File: src/rtl/fmq_cmd_pkg.sv
// Shared definitions for the FMQ command transmitter: command codes, FSM states and frame helpers.
package fmq_cmd_pkg;

  localparam logic [1:0] CMD_SET_OFFSET = 2'b00;
  localparam logic [1:0] CMD_RELOAD     = 2'b01;
  localparam logic [1:0] CMD_QUERY      = 2'b10;
  localparam logic [1:0] CMD_DAC        = 2'b11;

  // Only the first byte of a frame carries a set MSB, so the board can resynchronise on it.
  localparam logic FRAME_START = 1'b1;

  typedef enum logic [2:0] {
    ST_IDLE,
    ST_SEND0,
    ST_SEND1,
    ST_SEND2,
    ST_WAIT_RESP
  } state_t;

  function automatic logic [7:0] frame_head(input logic [1:0] cmd, input logic [4:0] f);
    return {FRAME_START, cmd, f};
  endfunction

endpackage

File: src/rtl/fmq_cmd_pack.sv
// Combinational packing of one command's fields into its three frame bytes B0/B1/B2.
module fmq_cmd_pack
  import fmq_cmd_pkg::*;
#(
  parameter int unsigned OFFSET_WIDTH = 11
) (
  input  logic [1:0]            cmd,
  input  logic [6:0]            addr,
  input  logic [OFFSET_WIDTH:0] offset,
  input  logic                  dac_sel,
  input  logic [7:0]            dac_val,
  output logic [7:0]            b0,
  output logic [7:0]            b1,
  output logic [7:0]            b2
);

  logic [4:0] f;
  logic [6:0] g;
  logic [6:0] h;

  // RELOAD and QUERY carry no payload, so their fields stay zero.
  always_comb begin
    f = '0;
    g = '0;
    h = '0;
    case (cmd)
      CMD_SET_OFFSET: begin
        f = addr[6:2];
        g = {addr[1:0], offset[OFFSET_WIDTH -: 5]};
        h = offset[6:0];
      end
      CMD_DAC: begin
        f = {dac_sel, 4'b0000};
        g = {6'b000000, dac_val[7]};
        h = dac_val[6:0];
      end
      default: ;
    endcase
  end

  assign b0 = frame_head(cmd, f);
  assign b1 = {1'b0, g};
  assign b2 = {1'b0, h};

endmodule

File: src/rtl/fmq_cmd_tx.sv
// Command framer/transmitter for the FMQ transducer board, with query response capture.
// Define FMQ_CMD_AUTO_RELOAD_EN to follow every SET_OFFSET with an automatic RELOAD frame.
module fmq_cmd_tx
  import fmq_cmd_pkg::*;
#(
  parameter int unsigned OUTPUTS      = 88,
  parameter int unsigned OFFSET_WIDTH = 11,
  parameter int unsigned RESP_TIMEOUT = 50000
) (
  input  logic                  clk,
  input  logic                  rst,
  input  logic                  req_valid,
  output logic                  req_ready,
  input  logic [1:0]            req_cmd,
  input  logic [6:0]            req_addr,
  input  logic [OFFSET_WIDTH:0] req_offset,
  input  logic                  req_dac_sel,
  input  logic [7:0]            req_dac_val,
  output logic [7:0]            m_tdata,
  output logic                  m_tvalid,
  input  logic                  m_tready,
  input  logic [7:0]            s_tdata,
  input  logic                  s_tvalid,
  output logic                  s_tready,
  output logic [7:0]            resp_data,
  output logic                  resp_valid,
  output logic                  resp_timeout,
  output logic                  err_addr,
  output logic                  stray
);

`ifdef FMQ_CMD_AUTO_RELOAD_EN
  localparam bit AUTO_RELOAD = 1'b1;
`else
  localparam bit AUTO_RELOAD = 1'b0;
`endif

  localparam int CNT_W = $clog2(RESP_TIMEOUT + 1);
  localparam logic [CNT_W-1:0] CNT_LAST = CNT_W'(RESP_TIMEOUT - 1);

  state_t                state;
  logic [1:0]            cmd_q;
  logic [6:0]            addr_q;
  logic [OFFSET_WIDTH:0] offset_q;
  logic                  dac_sel_q;
  logic [7:0]            dac_val_q;
  logic [CNT_W-1:0]      wait_cnt;

  logic [1:0]            pk_cmd;
  logic [6:0]            pk_addr;
  logic [OFFSET_WIDTH:0] pk_offset;
  logic                  pk_dac_sel;
  logic [7:0]            pk_dac_val;
  logic [7:0]            pk_b0;
  logic [7:0]            pk_b1;
  logic [7:0]            pk_b2;

  logic accept;
  logic addr_bad;
  logic tx_done;

  assign req_ready = (state == ST_IDLE) && !rst;
  assign s_tready  = 1'b1;
  assign accept    = req_valid && req_ready;
  assign addr_bad  = (req_cmd == CMD_SET_OFFSET) && (32'(req_addr) >= OUTPUTS);
  assign tx_done   = m_tvalid && m_tready;

  // B0 is loaded on the accept edge, before the request fields reach their registers.
  assign pk_cmd     = (state == ST_IDLE) ? req_cmd     : cmd_q;
  assign pk_addr    = (state == ST_IDLE) ? req_addr    : addr_q;
  assign pk_offset  = (state == ST_IDLE) ? req_offset  : offset_q;
  assign pk_dac_sel = (state == ST_IDLE) ? req_dac_sel : dac_sel_q;
  assign pk_dac_val = (state == ST_IDLE) ? req_dac_val : dac_val_q;

  fmq_cmd_pack #(
    .OFFSET_WIDTH(OFFSET_WIDTH)
  ) u_pack (
    .cmd    (pk_cmd),
    .addr   (pk_addr),
    .offset (pk_offset),
    .dac_sel(pk_dac_sel),
    .dac_val(pk_dac_val),
    .b0     (pk_b0),
    .b1     (pk_b1),
    .b2     (pk_b2)
  );

  always_ff @(posedge clk) begin
    if (rst) begin
      state        <= ST_IDLE;
      cmd_q        <= '0;
      addr_q       <= '0;
      offset_q     <= '0;
      dac_sel_q    <= 1'b0;
      dac_val_q    <= '0;
      wait_cnt     <= '0;
      m_tdata      <= '0;
      m_tvalid     <= 1'b0;
      resp_data    <= '0;
      resp_valid   <= 1'b0;
      resp_timeout <= 1'b0;
      err_addr     <= 1'b0;
      stray        <= 1'b0;
    end else begin
      resp_valid   <= 1'b0;
      resp_timeout <= 1'b0;
      err_addr     <= 1'b0;
      stray        <= s_tvalid && (state != ST_WAIT_RESP);
      case (state)
        ST_IDLE: begin
          if (accept) begin
            cmd_q     <= req_cmd;
            addr_q    <= req_addr;
            offset_q  <= req_offset;
            dac_sel_q <= req_dac_sel;
            dac_val_q <= req_dac_val;
            if (addr_bad) begin
              err_addr <= 1'b1;
            end else begin
              m_tdata  <= pk_b0;
              m_tvalid <= 1'b1;
              state    <= ST_SEND0;
            end
          end
        end
        ST_SEND0: begin
          if (tx_done) begin
            m_tdata <= pk_b1;
            state   <= ST_SEND1;
          end
        end
        ST_SEND1: begin
          if (tx_done) begin
            m_tdata <= pk_b2;
            state   <= ST_SEND2;
          end
        end
        ST_SEND2: begin
          if (tx_done) begin
            // Re-enter the send path as a payload-free RELOAD so B1/B2 pack to zero.
            if (AUTO_RELOAD && (cmd_q == CMD_SET_OFFSET)) begin
              cmd_q   <= CMD_RELOAD;
              m_tdata <= frame_head(CMD_RELOAD, 5'b00000);
              state   <= ST_SEND0;
            end else if (cmd_q == CMD_QUERY) begin
              m_tvalid <= 1'b0;
              wait_cnt <= '0;
              state    <= ST_WAIT_RESP;
            end else begin
              m_tvalid <= 1'b0;
              state    <= ST_IDLE;
            end
          end
        end
        ST_WAIT_RESP: begin
          if (s_tvalid) begin
            resp_data  <= s_tdata;
            resp_valid <= 1'b1;
            state      <= ST_IDLE;
          end else if (wait_cnt == CNT_LAST) begin
            resp_timeout <= 1'b1;
            state        <= ST_IDLE;
          end else begin
            wait_cnt <= wait_cnt + 1'b1;
          end
        end
        default: state <= ST_IDLE;
      endcase
    end
  end

endmodule

File: config.mk
export PLATFORM = sky130hd
export DESIGN_NAME = fmq_cmd_tx
export DESIGN_NICKNAME = d
export VERILOG_FILES = /design/src/rtl/fmq_cmd_pkg.sv /design/src/rtl/fmq_cmd_pack.sv /design/src/rtl/fmq_cmd_tx.sv
export SDC_FILE = /design/constraint.sdc
export NUM_CORES = 1
export LEC_CHECK = 0
export CAP_MARGIN = 10
export CORE_MARGIN = 2
export CORE_UTILIZATION = 52
export DETAILED_ROUTE_END_ITERATION = 10
export GPL_TIMING_DRIVEN = 0
export PLACE_DENSITY = 0.8
export SLEW_MARGIN = 5
export SYNTH_ARGS = -nofsm -noshare
export SYNTH_HDL_FRONTEND = slang
export SYNTH_SLANG_ARGS = --single-unit
File: constraint.sdc
create_clock -name clk -period 2.9 [get_ports clk]
set_clock_uncertainty 0.15 [all_clocks]
set_input_delay 0.29 -clock clk [delete_from_list [all_inputs] [get_ports clk]]
set_output_delay 0.29 -clock clk [all_outputs]
set_load 0.01 [all_outputs]
After elaboration in Yosys (flattened, before gate mapping) --
Cells that the tools add are included.
Word-level totals: register bits after elaboration 69, input bits 43, output and inout bits 23, logic and storage cells 87
Operators by class: $add $sub $neg 1, magnitude comparators 1, eq/ne operators 17, multiplexer cells 31, bitwise logic cells 3, reduce and logical (&&, ||, !) cells 21
Operator list (count):
- $mux 16 | 4
- $mux 8 | 4
- $pmux 16 s2 | 1
- $pmux 7 s2 | 2
- $mux 3 | 8
- $pmux 8 s3 | 1
- $add 16x1->16 const B | 1
- $eq 16x16->1 const B | 1
- $ne 2x2->1 const B | 8
- $pmux 3 s5 | 1
- $pmux 5 s2 | 1
- $reduce_and 5->1 | 2
- $ge 7x7->1 const B | 1
- $mux 7 | 1
- $eq 3x2->1 const B | 2
- $mux 1 | 6
- $ne 3x3->1 const B | 2
- $reduce_and 6->1 | 1
- $reduce_or 3->1 | 2
- $logic_and 1x1->1 | 5
- $eq 2x2->1 const B | 2
- $logic_not 2->1 | 2
- $reduce_and 2->1 | 2
- $reduce_and 4->1 | 1
- 10 further kinds | 13

Depth between registers and ports, before layout --
depth after elaboration 7, gate-level depth with buffers 11, gate-level depth less buffers 9

By module --
From an unflattened synthesis, not the netlist that was laid out.
Unflattened totals: cells, all modules 502, area, all modules 3933.8 µm²
Modules (own cells, without submodules):
- fmq_cmd_tx | instances 1, cells each 459, area an instance 3657.3 µm², sequential area each 1401.3 µm²
- fmq_cmd_pack | instances 1, cells each 43, area an instance 276.5 µm², sequential area each 0.0 µm²

Worst setup path after synthesis --
Ideal clock, no wire load.
kind register to register, start point register state[0], end point register m_tdata[4], library setup time 0.116 ns, arrival time 2.202 ns, required time 2.634 ns, path slack 0.432 ns, stages on the path, launching flop included 12, buffers on the path 2, clock period less this slack 2.468 ns, path through dfxtp_1 -> buf_6 -> nor3_4 -> mux2i_1 -> inv_1 -> ha_1 -> clkbuf_1 -> a22oi_1 -> nor2_1 -> a21oi_1 -> o22ai_1 -> a31o_2
On the way: word-level cells in the longest chain between the ends 7, elaborated cells on any way between the ends 23, classes of those cells eq/ne: 7; mux: 10; reduce/logical: 6
RTL lines:
- start, declared | RTL line fmq_cmd_tx.sv:41 | state_t state;
- start signal, assigned | RTL line fmq_cmd_tx.sv:90 | state <= ST_IDLE;
- start signal, assigned | RTL line fmq_cmd_tx.sv:122 | state <= ST_SEND0;
- start signal, assigned | RTL line fmq_cmd_tx.sv:129 | state <= ST_SEND1;
- $logic_not 3->1
- $mux 2 | RTL line fmq_cmd_tx.sv:69 | assign pk_cmd = (state == ST_IDLE) ? req_cmd : cmd_q;
- $eq 2x2->1 or $logic_not 2->1 (tied branches) | RTL line fmq_cmd_pack.sv:26 | case (cmd)
- $pmux 5 s2 | RTL line fmq_cmd_pack.sv:26
- $mux 8 | RTL line fmq_cmd_tx.sv:117 | if (addr_bad) begin
- $mux 8 | RTL line fmq_cmd_tx.sv:111 | if (accept) begin
- $pmux 8 s3 | RTL line fmq_cmd_tx.sv:109 | case (state)
- end signal, assigned | RTL line fmq_cmd_tx.sv:120 | m_tdata <= pk_b0;
- end signal, assigned | RTL line fmq_cmd_tx.sv:128 | m_tdata <= pk_b1;
- end signal, assigned | RTL line fmq_cmd_tx.sv:134 | m_tdata <= pk_b2;
- end, declared | RTL line fmq_cmd_tx.sv:19 | output logic [7:0] m_tdata,
Parallel ways exist; a longest one is shown, timed or not. The select of a mux whose other input is x is not followed. A chain may end at the register's enable or synchronous reset.

Final worst setup path --
Same ends and word-level chain as after synthesis.

==> impl_metrics.ini <==
[detailed_routing]
drt_wl_total_um = 8810
initialDrtViolationCount = 236
routedWlPerCell_um = 15.8
antenna_left = 0
drc = 0
first_pass_iters = 5
vias = 3183
avgViaCountPerCell = 5.70

[final_layout]
fillers = 531
diodes = 0
regArea_sq_um = 1380
multiInputGateArea_sq_um = 1860
layout-drive-gt1-share_pct = 13.3
fin_util_pct = 69.2
area_growth_pct = 29.9
nets = 524

[logic_synthesis]
synth-seq-cells = 69
synth_cell_type_count = 64
synth_edf_count = 0
synth.top_cell.area_share_pct = 41.0
synth_top_area_cell = dfxtp_1
synth_fa_ha_area_share_pct = 1.49
synth_common_cells = nand2_1 (92), dfxtp_1 (69), o21ai_0 (35), nor2_1 (24), a21oi_1 (18)
synth_area_leaders = dfxtp_1 (41%), nand2_1 (10%), o21ai_0 (5.2%), a22oi_1 (2.9%), a21oi_1 (2.7%)
syn-cell-area_sq_um = 3370
synthFlopType = dfxtp_1
netlist_instances = 399
synth_area_per_cell_sq_um = 8.44
synth_nets = 446
synth_xor_area_share_pct = 0.520
yosysWarnings = 0
async_reset_ff_share_pct = 0
synth_top_family_by_area = simple AND/OR/NAND/NOR gates
synth.area.mux_share_pct = 2.57
yosysSeqAreaShare_pct = 41.0
synth_compound_area_share_pct = 21.0
synthSimpleGateAreaFrac_pct = 29.0
yosysMostFrequentCell = nand2_1

[sta]
finalMaxSlewViolations = 0
tns_ns = 0
min_period_over_period_pct = 90.6
setup_slack_ns = 0.272
finalHoldViolations = 0
fin_crit_ns = 2.63
worstMarginPinSlew_ns = 0.581
slew_headroom_pct = 61.2
finalSetupViolations = 0
rsz0062_at_grt = false
max_freq_mhz = 381

[clock_tree]
insertion_delay_ns = 0.35
clk_pin_slew_ns = 0.07
cts_hold_buf = 0
cts_max_level = 3
cts_tree = built
cts_root_buf = clkbuf_8
cts_inserted_buffers = 9
cts_max_path_buffers = 2
cts.sinks = 69

[status]
status = complete, no violations

[power]
cellLeakagePower_nw = 1.57
ir_drop_mv = 0.352
power_w = 0.00220
p_per_area_nw_per_um2 = 502

[worst_setup_path]
cp.arrival_ns = 2.72
critPathCaptureType = register
criticalPathCategory = reg -> reg
cp-start-kind = register
reg2reg_to = m_tdata[4]
rrSetupSlack_ns = 0.27
cp.required_ns = 2.99
crit_fanout = 10
timing.rr.start = state[0]
worstRegToRegCells = 11

[floorplan]
die_y_um = 84.5
rows = 29
dieArea_sq_um = 7130
fp.dieW_um = 84.5
core_area_sq_um = 6310
initial_utilization_pct = 53.3
io_pins = 66

[place]
dp_hpwl_um = 6570
port_buffers = 64
place.gp.congestion = 0.894
pre_cts_slack_ns = -0.0296

[hold_path]
holdPathStages = 2
min_path_type = reg -> reg
hold_end = resp_data[4]
hold_start = resp_data[4]

[flow_run]
drv_cap = 0

[global_routing]
grt_max_degree = 13
antenna_found_initial = 0
grt_pass1_wl_um = 14400
grt_util_all_layers_pct = 25.2
grt_pass1_vias = 3088
grt-ovfl-total = 0
sequential cells by signal, indices dropped and copies added, names as in the netlist, 2 cells and up:
| signal | count |
|---|---|
| offset_q | 12 |
| resp_data | 8 |
| wait_cnt | 16 |
| addr_q | 7 |
| cmd_q | 2 |
| dac_val_q | 8 |
| state | 3 |
| m_tdata | 8 |
cells by family after synthesis:
kind of cell,after synthesis
AO/OA/AOI/OAI,106
XOR/XNOR,2
adder cells (fa/ha/maj),4
buffers and inverters,28
flip-flops,69
multiplexers,8
other,1
AND/OR/NAND/NOR,181
worst max path at each step:
stage / to / depth (start not counted) / slack [ns] / from
finish: m_tdata[4] / 11 / 0.27 / state[0]
global route: m_tdata[4] / 11 / 0.1 / state[0]
CTS: m_tdata[4] / 11 / 0.008 / state[2]
detailed placement: m_tdata[4] / 11 / -0.03 / state[0]
global placement: m_tdata[4] / 11 / 0.07 / state[0]
floorplan: m_tdata[4] / 11 / 0.43 / state[0]
final cells by class:
cell class                 count  area share [%]
multi-input combinational    302            42.6
inverter                       5           0.429
tap                           77            2.20
clock inverter                 6            2.03
sequential                    69            31.6
timing repair buffer          69            15.5
clock buffer                   9            2.83
buffer                        21            2.75
power by group:
part	switching, W	internal (W)
clock	0.000376	0.000479
combinational	0.000155	0.000161
sequential	0.0000306	0.000994
cell usage in the layout, fill, tap and decap left out, types with 3 or more instances in the layout:
cell and count:
a211oi_1 4, nor3_1 3, and2_1 4, nand2_1 92
and3_1 9, buf_2 6, a21oi_1 18, buf_4 6
inv_1 5, buf_6 4, nor3_2 3, nor4_2 3
nand4_1 6, o22ai_1 3, or3_1 3, o22a_1 7
nand2b_1 4, clkbuf_1 10, dfxtp_1 69, clkbuf_8 9
clkdlybuf4s50_1 64, and4_1 3, nand3_1 3, a311oi_1 3
a21o_1 8, ha_1 4, mux2_2 5, nor2_1 24
a22oi_1 13, o21ai_0 35
per-layer routing:
layer / GRT usage, % / vias up / wire (um)
li1: - / 1572 / -
met2: 41.1 / 107 / 4140
met4: 9.52 / 0 / 192
met1: 33.6 / 1486 / 4040
met5: 0 / - / 0
met3: 4.23 / 18 / 441
worst max-delay path, cell delays in order (launching register included):
cell     delay, ns
dfxtp_1       0.38
buf_6         0.17
nor3_4        0.18
buf_4         0.16
mux2i_4       0.26
inv_1         0.07
ha_1          0.34
a22oi_1       0.22
nor2_1        0.07
a21oi_1       0.17
o22ai_1       0.10
a31o_2        0.25
what timing repair did:
| item | CTS | global route |
|---|---|---|
| buffers inserted | 0 | 5 |
| resized for setup | 2 | 2 |
| endpoints found under the setup margin | 2 | 7 |
| pin swaps | 1 | 1 |
per-stage QoR:
stage | instance area [sq um] | cells | hold WS (ns)
6_report | 4370 | 558 | 0.309
5_1_grt | 4370 | 558 | 0.322
4_1_cts | 4320 | 555 | 0.310
3_5_place_dp | 4100 | 540 | 0.299
3_3_place_gp | 4100 | 540 | 0.293
2_1_floorplan | 3370 | 399 | 0.217
Note: power is estimated with default switching activity, not from simulation.
